$ cat src/rtl/lcd_hex_driver.sv
// HD44780 8-bit write-only driver that shows two 32-bit words as hex on a 16x2 LCD.
// Power-up delay, four-command init, then continuous 34-transfer refresh frames.
module lcd_hex_driver #(
    parameter int unsigned POWERUP_CYC = 750000,
    parameter int unsigned SETUP_CYC   = 2,
    parameter int unsigned EN_CYC      = 25,
    parameter int unsigned CMD_CYC     = 2000,
    parameter int unsigned CLEAR_CYC   = 82000
) (
    input  logic        clock,
    input  logic        resetn,
    input  logic [31:0] line1,
    input  logic [31:0] line2,
    output logic [7:0]  lcd_data,
    output logic        lcd_rs,
    output logic        lcd_rw,
    output logic        lcd_en,
    output logic        ready,
    output logic        frame_done
);

    localparam int unsigned Max1   = (POWERUP_CYC > CLEAR_CYC) ? POWERUP_CYC : CLEAR_CYC;
    localparam int unsigned Max2   = (CMD_CYC > EN_CYC) ? CMD_CYC : EN_CYC;
    localparam int unsigned Max3   = (Max1 > Max2) ? Max1 : Max2;
    localparam int unsigned MaxCyc = (Max3 > SETUP_CYC) ? Max3 : SETUP_CYC;
    localparam int unsigned CntW   = $clog2(MaxCyc + 1);

    localparam logic [CntW-1:0] PowerupLast = CntW'(POWERUP_CYC - 1);
    localparam logic [CntW-1:0] SetupLast   = CntW'(SETUP_CYC - 1);
    localparam logic [CntW-1:0] EnLast      = CntW'(EN_CYC - 1);
    localparam logic [CntW-1:0] CmdLast     = CntW'(CMD_CYC - 1);
    localparam logic [CntW-1:0] ClearLast   = CntW'(CLEAR_CYC - 1);

    typedef enum logic [1:0] {StPowerup, StInit, StRefresh} state_e;
    typedef enum logic [1:0] {PhSetup, PhPulse, PhWait} phase_e;

    state_e          state_q, state_d;
    phase_e          phase_q, phase_d;
    logic [CntW-1:0] cnt_q, cnt_d;
    logic [5:0]      idx_q, idx_d;
    logic [31:0]     snap1_q, snap1_d, snap2_q, snap2_d;
    logic [7:0]      data_q, data_d;
    logic            rs_q, rs_d, en_q, en_d, ready_q, ready_d, frame_q, frame_d;
    logic            load;
    logic [CntW-1:0] wait_last;

    // Returns {rs, byte} for transfer idx of the init sequence or of a refresh frame.
    function automatic logic [8:0] xfer_byte(state_e st, logic [5:0] idx,
                                             logic [31:0] w1, logic [31:0] w2);
        logic [3:0]  pos;
        logic [31:0] word;
        logic [3:0]  nib;
        xfer_byte = 9'h000;
        pos       = '0;
        word      = '0;
        nib       = '0;
        if (st == StInit) begin
            unique case (idx[1:0])
                2'd0:    xfer_byte = {1'b0, 8'h38};
                2'd1:    xfer_byte = {1'b0, 8'h0C};
                2'd2:    xfer_byte = {1'b0, 8'h01};
                default: xfer_byte = {1'b0, 8'h06};
            endcase
        end else if (idx == 6'd0) begin
            xfer_byte = {1'b0, 8'h80};
        end else if (idx == 6'd17) begin
            xfer_byte = {1'b0, 8'hC0};
        end else begin
            pos  = (idx < 6'd17) ? 4'(idx - 6'd1) : 4'(idx - 6'd18);
            word = (idx < 6'd17) ? w1 : w2;
            nib  = 4'(word >> {~pos[2:0], 2'b00});
            if (pos[3]) begin
                xfer_byte = {1'b1, 8'h20};
            end else if (nib < 4'd10) begin
                xfer_byte = {1'b1, 8'h30 + {4'h0, nib}};
            end else begin
                xfer_byte = {1'b1, 8'h37 + {4'h0, nib}};
            end
        end
    endfunction

    // Clear is the only command needing the long post-strobe wait.
    assign wait_last = (data_q == 8'h01 && !rs_q) ? ClearLast : CmdLast;

    always_comb begin
        state_d = state_q;
        phase_d = phase_q;
        cnt_d   = cnt_q + 1'b1;
        idx_d   = idx_q;
        snap1_d = snap1_q;
        snap2_d = snap2_q;
        data_d  = data_q;
        rs_d    = rs_q;
        en_d    = en_q;
        ready_d = ready_q;
        frame_d = 1'b0;
        load    = 1'b0;
        unique case (state_q)
            StPowerup: begin
                if (cnt_q == PowerupLast) begin
                    state_d = StInit;
                    idx_d   = '0;
                    load    = 1'b1;
                end
            end
            StInit, StRefresh: begin
                unique case (phase_q)
                    PhSetup: begin
                        if (cnt_q == SetupLast) begin
                            phase_d = PhPulse;
                            cnt_d   = '0;
                            en_d    = 1'b1;
                        end
                    end
                    PhPulse: begin
                        if (cnt_q == EnLast) begin
                            phase_d = PhWait;
                            cnt_d   = '0;
                            en_d    = 1'b0;
                        end
                    end
                    PhWait: begin
                        if (cnt_q == wait_last) begin
                            load = 1'b1;
                            if (state_q == StInit && idx_q == 6'd3) begin
                                state_d = StRefresh;
                                idx_d   = '0;
                                ready_d = 1'b1;
                            end else if (state_q == StRefresh && idx_q == 6'd33) begin
                                idx_d   = '0;
                                frame_d = 1'b1;
                            end else begin
                                idx_d = idx_q + 6'd1;
                            end
                        end
                    end
                    default: phase_d = PhSetup;
                endcase
            end
            default: state_d = StPowerup;
        endcase
        if (load) begin
            phase_d          = PhSetup;
            cnt_d            = '0;
            en_d             = 1'b0;
            {rs_d, data_d}   = xfer_byte(state_d, idx_d, snap1_q, snap2_q);
            // Both words are captured together as the frame's 0x80 transfer starts.
            if (state_d == StRefresh && idx_d == 6'd0) begin
                snap1_d = line1;
                snap2_d = line2;
            end
        end
    end

    always_ff @(posedge clock or negedge resetn) begin
        if (!resetn) begin
            state_q <= StPowerup;
            phase_q <= PhSetup;
            cnt_q   <= '0;
            idx_q   <= '0;
            snap1_q <= '0;
            snap2_q <= '0;
            data_q  <= '0;
            rs_q    <= 1'b0;
            en_q    <= 1'b0;
            ready_q <= 1'b0;
            frame_q <= 1'b0;
        end else begin
            state_q <= state_d;
            phase_q <= phase_d;
            cnt_q   <= cnt_d;
            idx_q   <= idx_d;
            snap1_q <= snap1_d;
            snap2_q <= snap2_d;
            data_q  <= data_d;
            rs_q    <= rs_d;
            en_q    <= en_d;
            ready_q <= ready_d;
            frame_q <= frame_d;
        end
    end

    assign lcd_data   = data_q;
    assign lcd_rs     = rs_q;
    assign lcd_rw     = 1'b0;
    assign lcd_en     = en_q;
    assign ready      = ready_q;
    assign frame_done = frame_q;

endmodule

$ cat config.mk
export PLATFORM = sky130hd
export DESIGN_NAME = lcd_hex_driver
export DESIGN_NICKNAME = d
export VERILOG_FILES = /design/src/rtl/lcd_hex_driver.sv
export SDC_FILE = /design/constraint.sdc
export NUM_CORES = 1
export LEC_CHECK = 0
export CORE_MARGIN = 2
export CORE_UTILIZATION = 60
export CTS_CLUSTER_SIZE = 40
export DETAILED_ROUTE_END_ITERATION = 8
export PLACE_DENSITY = 0.86
export SYNTH_ARGS = -nofsm -noshare
export SYNTH_HDL_FRONTEND = slang
export SYNTH_SLANG_ARGS = --single-unit
$ cat constraint.sdc
create_clock -name clock -period 12.8 [get_ports clock]
set_input_delay 1.92 -clock clock [delete_from_list [all_inputs] [get_ports clock]]
set_output_delay 1.92 -clock clock [all_outputs]
set_load 0.02 [all_outputs]
# Word level (Yosys, flattened, before mapping)
# Cells that the tools add are included.
totals:
  ff_bits: 106
  in_bits: 66
  out_inout_bits: 13
  word_cells: 100
classes:
  n_addsub: 6
  magnitude_cmp: 2
  eq_ne: 19
  n_shift: 1
  muxes: 44
  bitwise: 1
  reduce_logical: 16
ops:
  columns: ["op", "count"]
  rows:
  - ["$mux 20", 4]
  - ["$pmux 20 s2", 1]
  - ["$mux 32", 1]
  - ["$shr 32x5->4", 1]
  - ["$mux 6", 5]
  - ["$mux 9", 3]
  - ["$add 20x1->20 const B", 1]
  - ["$eq 20x1->1 const B", 1]
  - ["$eq 20x17->1", 1]
  - ["$eq 20x20->1 const B", 1]
  - ["$eq 20x5->1 const B", 1]
  - ["$pmux 6 s3", 1]
  - ["$mux 17", 1]
  - ["$mux 2", 8]
  - ["$add 6x4->7 const A", 2]
  - ["$mux 7", 2]
  - ["$mux 1", 12]
  - ["$pmux 6 s2", 1]
  - ["$reduce_and 4->1", 3]
  - ["$eq 2x1->1 const B", 4]
  - ["$eq 2x2->1 const B", 4]
  - ["$eq 8x1->1 const B", 1]
  - ["$add 6x1->6 const B", 1]
  - ["$eq 6x2->1 const B", 1]
  - ["21 further kinds", 28]

# Logic depth before layout (Yosys ltp)
# Gate-level depths: netlist (run 1).
logic_depth:
  ltp_word: 17
  mapped_depth: 20
  ltp_nobuf: 18

# Worst setup path before layout (run 1)
# Ideal clock, no wire load.
synth_timing:
  path_type: "register to register"
  from: "register cnt_q[12]"
  to: "register data_q[2] (netlist: lcd_data[2])"
  setup_ps: 66
  t_arrival_ps: 5454
  required_ps: 12734
  slack_ps: 7279
  stages_incl_launch_ff: 20
  path_buffers: 2
  period_less_slack_ps: 5521
  path_cell_list: "dfrtp_1 or4_1 or4b_1 or2_1 buf_6 or3_1 o2bb2ai_1 inv_2 clkbuf_1 ha_1 or4_4 and3_1 nand3_1 o22ai_1 a311oi_2 ha_1 inv_1 or4b_1 o21ai_0 a221o_1"
synth_via:
  elab_chain_cells: 14
  elab_cells_between_ends: 36
  classes_between: "add/sub (4); order compare (2); eq/ne (6); shift (1); mux (20); bitwise (1); reduce/logical (2)"
synth_lines:
  columns: ["element", "line_no", "text"]
  rows:
  - ["start, declared", "39", "logic [CntW-1:0] cnt_q, cnt_d;"]
  - ["start signal, assigned", "171", "cnt_q <= cnt_d;"]
  - ["$eq 20x17->1", "123", "if (cnt_q == wait_last) begin"]
  - ["$mux 6", "123", null]
  - ["$mux 6", "107", "unique case (phase_q)"]
  - ["$pmux 6 s2 *", "98", "unique case (state_q)"]
  - ["via idx_d[1]", "40", "logic [5:0] idx_q, idx_d;"]
  - ["$lt 6x5->1, or another cell as far along", "69, 70", null]
  - ["$mux 4", "69", "pos = (idx < 6'd17) ? 4'(idx - 6'd1) : 4'(idx - 6'd18);"]
  - ["$not 3->3", "71", "nib = 4'(word >> {~pos[2:0], 2'b00});"]
  - ["$shr 32x5->4", "71", null]
  - ["$add 6x4->7, or another cell as far along", "77", "xfer_byte = {1'b1, 8'h37 + {4'h0, nib}};"]
  - ["$mux 7", "74", "end else if (nib < 4'd10) begin"]
  - ["$mux 7", "72", "if (pos[3]) begin"]
  - ["$mux 9", "66", "end else if (idx == 6'd17) begin"]
  - ["$mux 9", "64", "end else if (idx == 6'd0) begin"]
  - ["$mux 9 *", "57", "if (st == StInit) begin"]
  - ["end signal, assigned", "175", "data_q <= data_d;"]
  - ["end, declared", "42", "logic [7:0] data_q, data_d;"]
# Mark *: on every way through the listed nets, which the timed path passes. The rest lies on a longest branch.
# A chain may end at the register's enable or synchronous reset.

# Worst setup path in the final report (run 1)
# Same ends and word-level chain as after synthesis.

==> impl_metrics.prom, run 1 <==
# TYPE chip_impl_metric gauge
chip_impl_info{name="status",value="completed"} 1
chip_impl_metric{name="p_sw",unit="uW"} 143
chip_impl_metric{name="finalHoldViolCount",unit=""} 0
chip_impl_metric{name="n_antenna_cell",unit=""} 0
chip_impl_metric{name="gr-usage-met3",unit=""} 0.0547
chip_impl_metric{name="cell_internal_pwr",unit="uW"} 433
chip_impl_metric{name="layout-drive-gt1-share",unit=""} 0.168
chip_impl_metric{name="ioPinCount",unit=""} 79
chip_impl_info{name="min_from",value="snap2_q[30]"} 1
chip_impl_metric{name="fmax",unit="MHz"} 164
chip_impl_metric{name="first_pass_iters",unit=""} 4
chip_impl_metric{name="clk_network_pwr_share",unit=""} 0.372
chip_impl_metric{name="combPwrFrac",unit=""} 0.046
chip_impl_metric{name="floorplan.die_area",unit="sq mm"} 0.0104
chip_impl_info{name="worstReg2RegEnd",value="lcd_data[2]"} 1
chip_impl_metric{name="asyncSetResetFlopFracSynth",unit=""} 1.00
chip_impl_metric{name="core_region_area",unit="sq mm"} 0.00924
chip_impl_metric{name="groute.usage.overall",unit=""} 0.255
chip_impl_metric{name="path_buf_inv",unit=""} 2
chip_impl_metric{name="synth_seq_cells",unit=""} 106
chip_impl_metric{name="multiInputGateArea",unit="sq mm"} 0.00292
chip_impl_metric{name="clkTransAtPathRegs",unit="ns"} 0.10
chip_impl_info{name="cts_root_buffer",value="sky130_fd_sc_hd__clkbuf_8"} 1
chip_impl_metric{name="place_congestion",unit=""} 0.917
chip_impl_metric{name="drv_slew",unit=""} 0
chip_impl_metric{name="synth.cell_area",unit="sq mm"} 0.00574
chip_impl_metric{name="power.density",unit="mW/mm^2"} 84.6
chip_impl_metric{name="placement.io_buffers",unit=""} 77
chip_impl_metric{name="crit_required",unit="ns"} 13.11
chip_impl_metric{name="yosysWarnings",unit=""} 0
chip_impl_metric{name="syn2layout_area_growth",unit="%"} 18.5
chip_impl_info{name="timing.critical_path.cells",value="or4_1 -> or4b_1 -> or2_1 -> or3_1 -> o2bb2ai_1 -> inv_2 -> ha_1 -> or4_4 -> and3_1 -> nand3_1 -> o22ai_1 -> a311oi_2 -> ha_1 -> inv_1 -> or4b_1 -> o21ai_0 -> a221o_1"} 1
chip_impl_info{name="ys_dominant_reg_cell",value="sky130_fd_sc_hd__dfrtp_1"} 1
chip_impl_metric{name="min_period_over_period",unit=""} 0.476
chip_impl_info{name="grt.busiest_layer",value="met2"} 1
chip_impl_metric{name="seq_power_share",unit=""} 0.582
chip_impl_info{name="grt_setup_unrepaired",value="no"} 1
chip_impl_metric{name="clock_buffers_created_by_tritoncts",unit=""} 9
chip_impl_info{name="crit_slowest_cell",value="sky130_fd_sc_hd__o2bb2ai_1"} 1
chip_impl_metric{name="number_of_vias_per_cell_after_detailed_routing",unit=""} 6.03
chip_impl_metric{name="worst_ep_arrival_time",unit="ns"} 6.41
chip_impl_metric{name="seq_area",unit="sq mm"} 0.00265
chip_impl_metric{name="switching_share",unit=""} 0.248
chip_impl_metric{name="detailedRoute.firstIterationViolations",unit=""} 156
chip_impl_metric{name="grt_util_met1",unit=""} 0.325
chip_impl_metric{name="clock_tree.buffer_depth",unit=""} 2
chip_impl_metric{name="seq_area_frac_synth",unit=""} 0.462
chip_impl_metric{name="die_width",unit="um"} 102
chip_impl_metric{name="worstSkewPairLatency",unit="ns"} 0.38
chip_impl_metric{name="cpPeakStageDelay",unit="ns"} 0.66
chip_impl_metric{name="postSynthNetCount",unit=""} 604
chip_impl_metric{name="synth_cells",unit=""} 522
chip_impl_metric{name="utilization",unit=""} 0.736
chip_impl_metric{name="post_synth_num_cell_types",unit=""} 71
chip_impl_metric{name="global_route.usage.met2",unit=""} 0.424
chip_impl_info{name="mostFrequentLayoutCells",value="106 x sky130_fd_sc_hd__dfrtp_1, 76 x sky130_fd_sc_hd__clkdlybuf4s50_1, 57 x sky130_fd_sc_hd__mux2_2, 50 x sky130_fd_sc_hd__nand2_1, 37 x sky130_fd_sc_hd__nor2_1"} 1
chip_impl_metric{name="numClockSinks",unit=""} 106
chip_impl_metric{name="fin_worst_skew",unit="ns"} 0.0189
chip_impl_metric{name="drc_markers",unit=""} 0
chip_impl_metric{name="maximum_number_of_pins_on_one_net_before_global_route_repair",unit=""} 65
chip_impl_metric{name="final.fill_count",unit=""} 618
chip_impl_metric{name="timing_worst_slew_pin_value",unit="ns"} 1.15
chip_impl_metric{name="drt_wl_total",unit="mm"} 12.4
chip_impl_metric{name="floorplan.initialDensity",unit=""} 0.621
chip_impl_metric{name="dp_hpwl",unit="mm"} 9.12
chip_impl_metric{name="synth.avg_cell_area",unit="sq um"} 11.0
chip_impl_metric{name="floorplan.rows",unit=""} 35
chip_impl_info{name="r2r-start",value="cnt_q[12]"} 1
chip_impl_metric{name="grt_pass1_vias",unit=""} 4386
chip_impl_info{name="holdCritPathClass",value="reg2reg"} 1
chip_impl_info{name="tritoncts",value="done"} 1
chip_impl_metric{name="htree_levels",unit=""} 3
chip_impl_metric{name="layout.nets",unit=""} 672
chip_impl_metric{name="wire_per_inst",unit="um"} 17.1
chip_impl_metric{name="setup_violators_final",unit=""} 0
chip_impl_metric{name="die-height",unit="um"} 102
chip_impl_metric{name="max-slew-margin-rel",unit=""} 0.219
chip_impl_metric{name="cell_leakage_power",unit="uW"} 0.00320
chip_impl_info{name="most_common_cell_after_layout_fill_and_taps_aside",value="sky130_fd_sc_hd__dfrtp_1"} 1
chip_impl_metric{name="grt_pass1_wl",unit="mm"} 20.8
chip_impl_metric{name="holdBufCountCts",unit=""} 0
chip_impl_metric{name="post_cts.repair.setup_buffers",unit=""} 0
chip_impl_metric{name="initial_antenna_violation_count",unit=""} 0
chip_impl_metric{name="crit_fanout",unit=""} 20
chip_impl_metric{name="reg2regPathDepth",unit=""} 17
chip_impl_metric{name="setup_tns",unit="ns"} 0
chip_impl_metric{name="irDropWorstVdd",unit="V"} 0.0000740
chip_impl_metric{name="count_of_flip_flops_with_a_built_in_enable_after_synthesis",unit=""} 0
chip_impl_info{name="cp-start-kind",value="flop"} 1
chip_impl_metric{name="worst_hold_path.num_cells",unit=""} 1
chip_impl_metric{name="detailroute.via_count",unit=""} 4365
chip_impl_metric{name="post_cts_resized",unit=""} 0
chip_impl_metric{name="final_period_minus_worst_setup_slack",unit="ns"} 6.10
chip_impl_info{name="end_kind",value="flop"} 1
chip_impl_info{name="worst_path_dominant_cell_family",value="simple AND/OR/NAND/NOR gates"} 1
chip_impl_metric{name="drv.max_cap_violation_count",unit=""} 0
chip_impl_info{name="hold_path_end",value="snap2_q[30]"} 1
chip_impl_metric{name="route.antenna.remaining_nets",unit=""} 0
chip_impl_metric{name="worst-r2r-setup-slack",unit="ns"} 6.70
chip_impl_metric{name="grt_overflow",unit=""} 0
chip_impl_info{name="worst-setup-path-type",value="reg2reg"} 1
[logic make-up after synthesis]
group           synth area share
simple gates               0.164
flops                      0.462
mux                        0.174
compound gates             0.101
buf+inv                   0.0310
xor+xnor                  0.0320
fa+ha+maj                 0.0349
other cells             0.000653
[through the flow]
| step | worst slack (ns) | instance area [sq um] | instances | power (uW) | hold slack [ns] |
|---|---|---|---|---|---|
| 3_3_place_gp | 7.01 | 6590 | 708 | 368 | 0.466 |
| 3_5_place_dp | 6.83 | 6590 | 708 | 369 | 0.477 |
| 2_1_floorplan | 7.28 | 5740 | 522 | 342 | 0.453 |
| 6_report | 6.70 | 6800 | 724 | 575 | 0.502 |
| 4_1_cts | 6.75 | 6800 | 724 | 579 | 0.506 |
| 5_1_grt | 6.36 | 6800 | 724 | 598 | 0.528 |
[sequential cells by signal (all words and copies together), names as in the netlist]
register / flops
snap1_q: 32
snap2_q: 32
cnt_q: 20
lcd_data: 8
idx_q: 6
phase_q: 2
state_q: 2
frame_done: 1
lcd_en: 1
lcd_rs: 1
ready: 1
[synthesized netlist by cell type, types with 2 or more instances]
| library cell | number | area share |
|---|---|---|
| sky130_fd_sc_hd__dfrtp_1 | 106 | 0.46 |
| sky130_fd_sc_hd__mux2_2 | 57 | 0.11 |
| sky130_fd_sc_hd__nand2_1 | 50 | 0.033 |
| sky130_fd_sc_hd__nor2_1 | 37 | 0.024 |
| sky130_fd_sc_hd__a21oi_1 | 17 | 0.015 |
| sky130_fd_sc_hd__ha_1 | 16 | 0.035 |
| sky130_fd_sc_hd__inv_1 | 14 | 0.0092 |
| sky130_fd_sc_hd__nand3_1 | 14 | 0.012 |
| sky130_fd_sc_hd__nand4_1 | 14 | 0.015 |
| sky130_fd_sc_hd__o21ai_0 | 13 | 0.011 |
| sky130_fd_sc_hd__xnor2_1 | 12 | 0.018 |
| sky130_fd_sc_hd__clkbuf_1 | 11 | 0.0072 |
| sky130_fd_sc_hd__mux2i_1 | 11 | 0.019 |
| sky130_fd_sc_hd__nor3_1 | 11 | 0.0096 |
| sky130_fd_sc_hd__and3_1 | 10 | 0.011 |
| sky130_fd_sc_hd__xor2_1 | 9 | 0.014 |
| sky130_fd_sc_hd__mux2_1 | 8 | 0.016 |
| sky130_fd_sc_hd__buf_2 | 7 | 0.0061 |
| sky130_fd_sc_hd__mux4_2 | 6 | 0.024 |
| sky130_fd_sc_hd__o221ai_1 | 6 | 0.0092 |
| sky130_fd_sc_hd__a21o_1 | 5 | 0.0065 |
| sky130_fd_sc_hd__and2_1 | 4 | 0.0044 |
| sky130_fd_sc_hd__nand4b_1 | 4 | 0.0061 |
| sky130_fd_sc_hd__nor4_1 | 4 | 0.0044 |
| sky130_fd_sc_hd__o22ai_1 | 4 | 0.0044 |
| sky130_fd_sc_hd__or4_1 | 4 | 0.0052 |
| sky130_fd_sc_hd__a2111oi_0 | 3 | 0.0046 |
| sky130_fd_sc_hd__a211o_1 | 3 | 0.0046 |
| sky130_fd_sc_hd__a221o_1 | 3 | 0.0052 |
| sky130_fd_sc_hd__and4_1 | 3 | 0.0046 |
| sky130_fd_sc_hd__inv_2 | 3 | 0.0020 |
| sky130_fd_sc_hd__nor4b_1 | 3 | 0.0046 |
| sky130_fd_sc_hd__o211a_1 | 3 | 0.0052 |
| sky130_fd_sc_hd__a31oi_1 | 2 | 0.0022 |
| sky130_fd_sc_hd__buf_1 | 2 | 0.0013 |
| sky130_fd_sc_hd__buf_6 | 2 | 0.0039 |
| sky130_fd_sc_hd__nor2b_1 | 2 | 0.0022 |
| sky130_fd_sc_hd__o21a_1 | 2 | 0.0026 |
| sky130_fd_sc_hd__o311a_1 | 2 | 0.0035 |
| sky130_fd_sc_hd__or2_2 | 2 | 0.0022 |
| sky130_fd_sc_hd__or3_1 | 2 | 0.0022 |
| sky130_fd_sc_hd__or4b_1 | 2 | 0.0035 |
[worst max path at each step]
stage               from     endpoint  slack [ns]  depth (start not counted)
2_1_floorplan  cnt_q[12]  lcd_data[2]        7.28                         19
3_3_place_gp   cnt_q[12]  lcd_data[2]        7.01                         17
3_5_place_dp   cnt_q[12]  lcd_data[2]        6.83                         17
4_1_cts        cnt_q[12]  lcd_data[2]        6.75                         17
5_1_grt        cnt_q[12]  lcd_data[2]        6.36                         17
6_report       cnt_q[12]  lcd_data[2]        6.70                         17
[final cells by class]
| type | count | share of cell area |
|---|---|---|
| Sequential cell | 106 | 0.390 |
| Clock inverter | 7 | 0.0131 |
| Clock buffer | 9 | 0.0182 |
| Timing Repair Buffer | 80 | 0.116 |
| Inverter | 17 | 0.00938 |
| Tap cell | 129 | 0.0237 |
| Multi-Input combinational cell | 376 | 0.430 |
[layer usage]
metal  up-vias  wire, um
met5         -         0
met1      2153      5260
met2       142      6240
met4         0       310
met3        25       590
li1       2045         -
[power groups by stage]
stage | sequential, uW | clock (uW) | combinational (uW)
2_1_floorplan | 341 | 0 | 0.657
3_3_place_gp | 341 | 0 | 26.6
3_5_place_dp | 341 | 0 | 27.3
4_1_cts | 335 | 217 | 27.4
5_1_grt | 335 | 234 | 29.5
6_report | 335 | 214 | 26.8
(Power assumes the default switching activity.)
==> run 2: changes to the inputs <==
CORE_UTILIZATION = 50   (was 60)
PLACE_DENSITY = 0.77   (was 0.86)
clock period = 5.41 ns   (was 12.8 ns; I/O delays follow)
==> impl_metrics.prom, run 2 (synthesized netlist as in run 1, its figures left out) <==
# TYPE chip_impl_metric gauge
chip_impl_metric{name="crit_required",unit="ns"} 5.71
chip_impl_metric{name="multiInputGateArea",unit="sq mm"} 0.00293
chip_impl_metric{name="place_congestion",unit=""} 0.927
chip_impl_metric{name="detailroute.via_count",unit=""} 4299
chip_impl_metric{name="syn2layout_area_growth",unit="%"} 21.0
chip_impl_metric{name="clock_buffers_created_by_tritoncts",unit=""} 9
chip_impl_metric{name="utilization",unit=""} 0.614
chip_impl_metric{name="finalWorstSetupSlack",unit="ns"} 0.273
chip_impl_metric{name="irDropWorstVdd",unit="V"} 0.000203
chip_impl_metric{name="p_sw",unit="uW"} 313
chip_impl_metric{name="min_period_over_period",unit=""} 0.949
chip_impl_info{name="timing.critical_path.cells",value="or4_1 -> or4b_1 -> or2_1 -> or3_1 -> o2bb2ai_2 -> inv_2 -> ha_1 -> or4_4 -> and3_1 -> nand3_1 -> o22ai_1 -> a311oi_2 -> ha_1 -> inv_1 -> or4b_1 -> o21ai_0 -> a221o_1"} 1
chip_impl_metric{name="numClockSinks",unit=""} 106
chip_impl_metric{name="fmax",unit="MHz"} 195
chip_impl_metric{name="layout.nets",unit=""} 677
chip_impl_metric{name="drt_wl_total",unit="mm"} 12.6
chip_impl_metric{name="holdBufCountCts",unit=""} 0
chip_impl_metric{name="finalHoldViolCount",unit=""} 0
chip_impl_info{name="holdCritPathClass",value="in2async"} 1
chip_impl_metric{name="fin_worst_skew",unit="ns"} 0.0111
chip_impl_metric{name="post_cts.repair.setup_buffers",unit=""} 0
chip_impl_metric{name="setup_tns",unit="ns"} 0
chip_impl_metric{name="placement.io_buffers",unit=""} 77
chip_impl_metric{name="drv_slew",unit=""} 0
chip_impl_info{name="mostFrequentLayoutCells",value="106 x sky130_fd_sc_hd__dfrtp_1, 76 x sky130_fd_sc_hd__clkdlybuf4s50_1, 57 x sky130_fd_sc_hd__mux2_2, 50 x sky130_fd_sc_hd__nand2_1, 37 x sky130_fd_sc_hd__nor2_1"} 1
chip_impl_metric{name="route.antenna.remaining_nets",unit=""} 0
chip_impl_info{name="worst-setup-path-type",value="reg2reg"} 1
chip_impl_metric{name="post_cts_resized",unit=""} 0
chip_impl_metric{name="cell_leakage_power",unit="uW"} 0.00325
chip_impl_metric{name="floorplan.initialDensity",unit=""} 0.507
chip_impl_metric{name="wire_per_inst",unit="um"} 16.9
chip_impl_metric{name="drc_markers",unit=""} 0
chip_impl_metric{name="crit_fanout",unit=""} 8
chip_impl_metric{name="setup_violators_final",unit=""} 0
chip_impl_metric{name="pre_cts_slack",unit="ns"} 0.311
chip_impl_metric{name="final_period_minus_worst_setup_slack",unit="ns"} 5.14
chip_impl_metric{name="dp_hpwl",unit="mm"} 9.32
chip_impl_metric{name="final.fill_count",unit=""} 911
chip_impl_metric{name="grt_pass1_wl",unit="mm"} 21.1
chip_impl_metric{name="grt_pass1_vias",unit=""} 4310
chip_impl_info{name="cts_root_buffer",value="sky130_fd_sc_hd__clkbuf_16"} 1
chip_impl_metric{name="die_width",unit="um"} 111
chip_impl_metric{name="seq_power_share",unit=""} 0.533
chip_impl_metric{name="cell_internal_pwr",unit="uW"} 1170
chip_impl_metric{name="clkTransAtPathRegs",unit="ns"} 0.07
chip_impl_metric{name="grt_overflow",unit=""} 0
chip_impl_metric{name="cpPeakStageDelay",unit="ns"} 0.58
chip_impl_info{name="registers_with_the_highest_flip_flop_counts",value="snap1_q x32, snap2_q x32, cnt_q x20"} 1
chip_impl_metric{name="clk_network_pwr_share",unit=""} 0.423
chip_impl_metric{name="timing_worst_slew_pin_value",unit="ns"} 0.903
chip_impl_info{name="end_kind",value="flop"} 1
chip_impl_metric{name="worstSkewPairLatency",unit="ns"} 0.36
chip_impl_info{name="status",value="completed"} 1
chip_impl_metric{name="post-route-cell-area",unit="sq mm"} 0.00695
chip_impl_info{name="most_common_cell_after_layout_fill_and_taps_aside",value="sky130_fd_sc_hd__dfrtp_1"} 1
chip_impl_metric{name="power.density",unit="mW/mm^2"} 214
chip_impl_metric{name="drv.max_cap_violation_count",unit=""} 0
chip_impl_metric{name="max-slew-margin-rel",unit=""} 0.398
chip_impl_metric{name="groute.usage.overall",unit=""} 0.213
chip_impl_metric{name="clock_tree.buffer_depth",unit=""} 2
chip_impl_metric{name="detailedRoute.firstIterationViolations",unit=""} 201
chip_impl_metric{name="initial_antenna_violation_count",unit=""} 0
chip_impl_info{name="tritoncts",value="done"} 1
chip_impl_metric{name="core_region_area",unit="sq mm"} 0.0113
chip_impl_metric{name="total_power",unit="uW"} 1480
chip_impl_metric{name="dpl-instance-area",unit="sq mm"} 0.00667
chip_impl_info{name="grt_setup_unrepaired",value="no"} 1
chip_impl_metric{name="seq_area",unit="sq mm"} 0.00265
chip_impl_metric{name="combPwrFrac",unit=""} 0.043
chip_impl_metric{name="n_antenna_cell",unit=""} 0
chip_impl_metric{name="first_pass_iters",unit=""} 5
chip_impl_metric{name="maximum_number_of_pins_on_one_net_before_global_route_repair",unit=""} 65
chip_impl_metric{name="floorplan.rows",unit=""} 39
chip_impl_metric{name="number_of_vias_per_cell_after_detailed_routing",unit=""} 5.79
chip_impl_metric{name="htree_levels",unit=""} 3
chip_impl_metric{name="worst_ep_arrival_time",unit="ns"} 5.43
chip_impl_info{name="cp-start-kind",value="flop"} 1
chip_impl_metric{name="die-height",unit="um"} 111
chip_impl_metric{name="ioPinCount",unit=""} 79
chip_impl_metric{name="floorplan.die_area",unit="sq mm"} 0.0124
chip_impl_metric{name="layout-drive-gt1-share",unit=""} 0.173
chip_impl_metric{name="switching_share",unit=""} 0.211
chip_impl_info{name="crit_slowest_cell",value="sky130_fd_sc_hd__or4_4"} 1
-- run 2: final timing paths --
check | start | endpoint | slack, ns | depth (start not counted)
max | cnt_q[12] | lcd_data[2] | 0.27 | 17
min | resetn | cnt_q[2] | 0.47 | 1
max reg2reg | cnt_q[12] | lcd_data[2] | 0.27 | 17
min reg2reg | ready | ready | 0.48 | 1
max in group asynchronous | resetn | snap1_q[24] | 3.77 | 2
min in group clock | ready | ready | 0.48 | 1
-- run 2: routing by layer --
| layer | up-vias | track usage | part of all wire |
|---|---|---|---|
| li1 | 2056 | - | - |
| met1 | 2105 | 0.273 | 0.44 |
| met3 | 19 | 0.0437 | 0.039 |
| met5 | - | 0 | 0 |
| met4 | 0 | 0.0708 | 0.018 |
| met2 | 119 | 0.364 | 0.51 |
-- run 2: cell type report --
| class | count | area share |
|---|---|---|
| Multi-Input combinational cell | 376 | 0.422 |
| Sequential cell | 106 | 0.382 |
| Timing Repair Buffer | 85 | 0.121 |
| Clock buffer | 13 | 0.0375 |
| Tap cell | 143 | 0.0258 |
| Inverter | 17 | 0.00919 |
| Clock inverter | 3 | 0.00306 |
-- run 2: power by group through the flow --
stage | Sequential [uW] | Combinational (uW) | Clock [uW]
after global routing | 791 | 70.5 | 680
after detailed placement | 807 | 65.6 | 0
after CTS | 792 | 65.9 | 644
after global placement | 807 | 64.3 | 0
after floorplan | 808 | 1.55 | 0
final | 792 | 64.2 | 629
-- run 2: through the flow --
stage          hold WS (ns)  cells
2_1_floorplan         0.453    522
3_3_place_gp          0.465    727
3_5_place_dp          0.467    727
4_1_cts               0.483    743
5_1_grt               0.507    743
6_report              0.466    743
-- run 2: critical path, delay by kind of cell, from the launching register on --
| family | cells | cell delay (ns) |
|---|---|---|
| AOI/OAI and AO/OA | 5 | 0.76 |
| adders and majority gates | 2 | 0.47 |
| buffers and inverters | 2 | 0.10 |
| DFF | 1 | 0.43 |
| and+or+nand+nor | 8 | 3.30 |
==> run 3: changes to the inputs <==
--- a/config.mk
+++ b/config.mk
@@ -8,6 +8,7 @@
 export CORE_MARGIN = 2
-export CORE_UTILIZATION = 50
+export CORE_UTILIZATION = 58
 export CTS_CLUSTER_SIZE = 40
 export DETAILED_ROUTE_END_ITERATION = 8
-export PLACE_DENSITY = 0.77
+export DONT_BUFFER_PORTS = 1
+export PLACE_DENSITY = 0.76
 export SYNTH_ARGS = -nofsm -noshare
--- a/constraint.sdc
+++ b/constraint.sdc
@@ -3,2 +3,2 @@
 set_output_delay 0.8115 -clock clock [all_outputs]
-set_load 0.02 [all_outputs]
+set_load 0.01 [all_outputs]
==> impl_metrics.prom, run 3 (synthesized netlist as in run 1, its figures left out) <==
# TYPE chip_impl_metric gauge
chip_impl_metric{name="drv.max_cap_violation_count",unit=""} 0
chip_impl_info{name="mostFrequentLayoutCells",value="105 x sky130_fd_sc_hd__dfrtp_1, 57 x sky130_fd_sc_hd__mux2_2, 50 x sky130_fd_sc_hd__nand2_1, 37 x sky130_fd_sc_hd__nor2_1, 16 x sky130_fd_sc_hd__a21oi_1"} 1
chip_impl_metric{name="crit_required",unit="ns"} 5.73
chip_impl_info{name="cp-start-kind",value="flop"} 1
chip_impl_metric{name="die_width",unit="um"} 103
chip_impl_metric{name="syn2layout_area_growth",unit="%"} 6.32
chip_impl_info{name="holdCritPathClass",value="in2async"} 1
chip_impl_info{name="status",value="completed"} 1
chip_impl_metric{name="floorplan.rows",unit=""} 36
chip_impl_metric{name="clock_buffers_created_by_tritoncts",unit=""} 9
chip_impl_metric{name="gr-usage-met3",unit=""} 0.0874
chip_impl_metric{name="drc_markers",unit=""} 0
chip_impl_metric{name="groute.usage.overall",unit=""} 0.242
chip_impl_metric{name="pre_cts_slack",unit="ns"} 0.282
chip_impl_info{name="grt.busiest_layer",value="met2"} 1
chip_impl_metric{name="initial_antenna_violation_count",unit=""} 0
chip_impl_metric{name="wire_per_inst",unit="um"} 18.2
chip_impl_metric{name="die-height",unit="um"} 103
chip_impl_metric{name="max-slew-margin-rel",unit=""} 0.381
chip_impl_metric{name="finalWorstSetupSlack",unit="ns"} 0.276
chip_impl_info{name="end_kind",value="flop"} 1
chip_impl_info{name="cts_root_buffer",value="sky130_fd_sc_hd__clkbuf_8"} 1
chip_impl_metric{name="cell_leakage_power",unit="uW"} 0.00292
chip_impl_metric{name="finalHoldViolCount",unit=""} 0
chip_impl_metric{name="floorplan.initialDensity",unit=""} 0.593
chip_impl_metric{name="worst_ep_arrival_time",unit="ns"} 5.46
chip_impl_info{name="most_common_cell_after_layout_fill_and_taps_aside",value="sky130_fd_sc_hd__dfrtp_1"} 1
chip_impl_metric{name="fmax",unit="MHz"} 195
chip_impl_metric{name="grt_overflow",unit=""} 0
chip_impl_metric{name="crit_fanout",unit=""} 7
chip_impl_metric{name="power.density",unit="mW/mm^2"} 216
chip_impl_metric{name="ioPinCount",unit=""} 79
chip_impl_metric{name="clkTransAtPathRegs",unit="ns"} 0.11
chip_impl_metric{name="setup_violators_final",unit=""} 0
chip_impl_info{name="r2r-start",value="lcd_data[2]"} 1
chip_impl_metric{name="layout-drive-gt1-share",unit=""} 0.209
chip_impl_metric{name="detailedRoute.firstIterationViolations",unit=""} 203
chip_impl_metric{name="final_period_minus_worst_setup_slack",unit="ns"} 5.13
chip_impl_metric{name="placement.io_buffers",unit=""} 0
chip_impl_metric{name="place_congestion",unit=""} 0.966
chip_impl_metric{name="timing_worst_slew_pin_value",unit="ns"} 0.928
chip_impl_metric{name="setup_tns",unit="ns"} 0
chip_impl_metric{name="reg2regPathDepth",unit=""} 17
chip_impl_info{name="registers_with_the_highest_flip_flop_counts",value="snap1_q x32, snap2_q x32, cnt_q x20"} 1
chip_impl_metric{name="worst-r2r-setup-slack",unit="ns"} 0.28
chip_impl_metric{name="drv_slew",unit=""} 0
chip_impl_metric{name="detailroute.via_count",unit=""} 3987
chip_impl_metric{name="grt_pass1_wl",unit="mm"} 19.8
chip_impl_metric{name="first_pass_iters",unit=""} 4
chip_impl_metric{name="fin_worst_skew",unit="ns"} 0.0100
chip_impl_info{name="tritoncts",value="done"} 1
chip_impl_info{name="worstReg2RegEnd",value="lcd_data[2]"} 1
chip_impl_metric{name="layout.nets",unit=""} 599
chip_impl_metric{name="number_of_vias_per_cell_after_detailed_routing",unit=""} 6.09
chip_impl_metric{name="post_cts.repair.setup_buffers",unit=""} 0
chip_impl_info{name="worst-setup-path-type",value="reg2reg"} 1
chip_impl_metric{name="min_period_over_period",unit=""} 0.949
chip_impl_metric{name="final.fill_count",unit=""} 785
chip_impl_metric{name="total_power",unit="uW"} 1320
chip_impl_metric{name="n_antenna_cell",unit=""} 0
chip_impl_metric{name="floorplan.die_area",unit="sq mm"} 0.0107
chip_impl_metric{name="irDropWorstVdd",unit="V"} 0.000402
chip_impl_metric{name="grt_pass1_vias",unit=""} 4068
chip_impl_metric{name="core_region_area",unit="sq mm"} 0.00968
chip_impl_metric{name="worstSkewPairLatency",unit="ns"} 0.38
chip_impl_metric{name="numClockSinks",unit=""} 106
chip_impl_metric{name="drt_wl_total",unit="mm"} 11.9
chip_impl_metric{name="dp_hpwl",unit="mm"} 8.58
chip_impl_metric{name="clock_tree.buffer_depth",unit=""} 2
chip_impl_metric{name="htree_levels",unit=""} 3
chip_impl_metric{name="route.antenna.remaining_nets",unit=""} 0
chip_impl_metric{name="grt_util_met1",unit=""} 0.301
chip_impl_metric{name="global_route.usage.met2",unit=""} 0.395
chip_impl_metric{name="maximum_number_of_pins_on_one_net_before_global_route_repair",unit=""} 107
chip_impl_info{name="grt_setup_unrepaired",value="no"} 1
[run 3: changes by cell type in the layout (fill, tap and decap cells not counted), moves of 2 or more]
cell and delta:
sky130_fd_sc_hd__clkbuf_1 -2, sky130_fd_sc_hd__clkbuf_16 -9, sky130_fd_sc_hd__ha_2 +2, sky130_fd_sc_hd__ha_1 -2, sky130_fd_sc_hd__inv_8 +2, sky130_fd_sc_hd__buf_4 -2
sky130_fd_sc_hd__clkbuf_8 +8, sky130_fd_sc_hd__clkdlybuf4s50_1 -76, sky130_fd_sc_hd__inv_6 +2
[run 3: how the worst max path moves through the flow]
stage,start,cells after the start,endpoint
4_1_cts,cnt_q[12],17,lcd_data[2]
6_report,lcd_data[2],17,lcd_data[2]
5_1_grt,cnt_q[12],17,lcd_data[2]
2_1_floorplan,cnt_q[12],19,lcd_data[2]
3_5_place_dp,cnt_q[12],17,lcd_data[2]
3_3_place_gp,lcd_data[2],17,lcd_data[2]
[run 3: critical path, stage by stage, from the launching register on]
cell and delay [ns]:
sky130_fd_sc_hd__dfrtp_2 0.46, sky130_fd_sc_hd__or4_1 0.58, sky130_fd_sc_hd__or4_1 0.57, sky130_fd_sc_hd__o21a_2 0.18
sky130_fd_sc_hd__or3_1 0.43, sky130_fd_sc_hd__o2bb2ai_2 0.19, sky130_fd_sc_hd__inv_2 0.06, sky130_fd_sc_hd__ha_2 0.21
sky130_fd_sc_hd__or4_4 0.56, sky130_fd_sc_hd__and3_1 0.27, sky130_fd_sc_hd__nand3_1 0.10, sky130_fd_sc_hd__o22ai_1 0.08
sky130_fd_sc_hd__a311oi_2 0.35, sky130_fd_sc_hd__ha_2 0.24, sky130_fd_sc_hd__inv_1 0.05, sky130_fd_sc_hd__or4b_1 0.50
sky130_fd_sc_hd__o21ai_0 0.09, sky130_fd_sc_hd__a221o_1 0.15
[run 3: power breakdown]
group	switching, uW	internal, uW	total, uW
Clock	288	238	526
Sequential	0	792	792
Combinational	0.310	0.396	0.707
[run 3: what timing repair did]
action | 4_1_cts | 5_1_grt
hold buffers | 0 | 0
endpoints found under the setup margin | 0 | 1
gates resized for setup | 0 | 5
[run 3: layer usage]
| layer | share of wire | up-vias | wire length [um] |
|---|---|---|---|
| li1 | - | 1895 | - |
| met2 | 0.49 | 109 | 5800 |
| met4 | 0.022 | 0 | 257 |
| met3 | 0.064 | 18 | 758 |
| met1 | 0.43 | 1965 | 5090 |
| met5 | 0 | - | 0 |
[run 3: through the flow]
step | utilization | hold WS [ns] | cells | instance area (sq um)
CTS | 0.629 | 0.0867 | 655 | 6090
global route | 0.630 | 0.0704 | 655 | 6100
finish | 0.630 | 0.111 | 655 | 6100
floorplan | - | 0.453 | 522 | 5750
global placement | 0.607 | 0.471 | 639 | 5880
detailed placement | 0.607 | 0.474 | 639 | 5880
[run 3: final cells by class]
class,instances,area [sq um],share of cell area
Clock inverter,6,78.8,0.0129
Tap cell,133,166,0.0273
Timing Repair Buffer,7,65.1,0.0107
Multi-Input combinational cell,376,2940,0.481
Clock buffer,10,138,0.0226
Inverter,17,63.8,0.0105
Sequential cell,106,2650,0.435
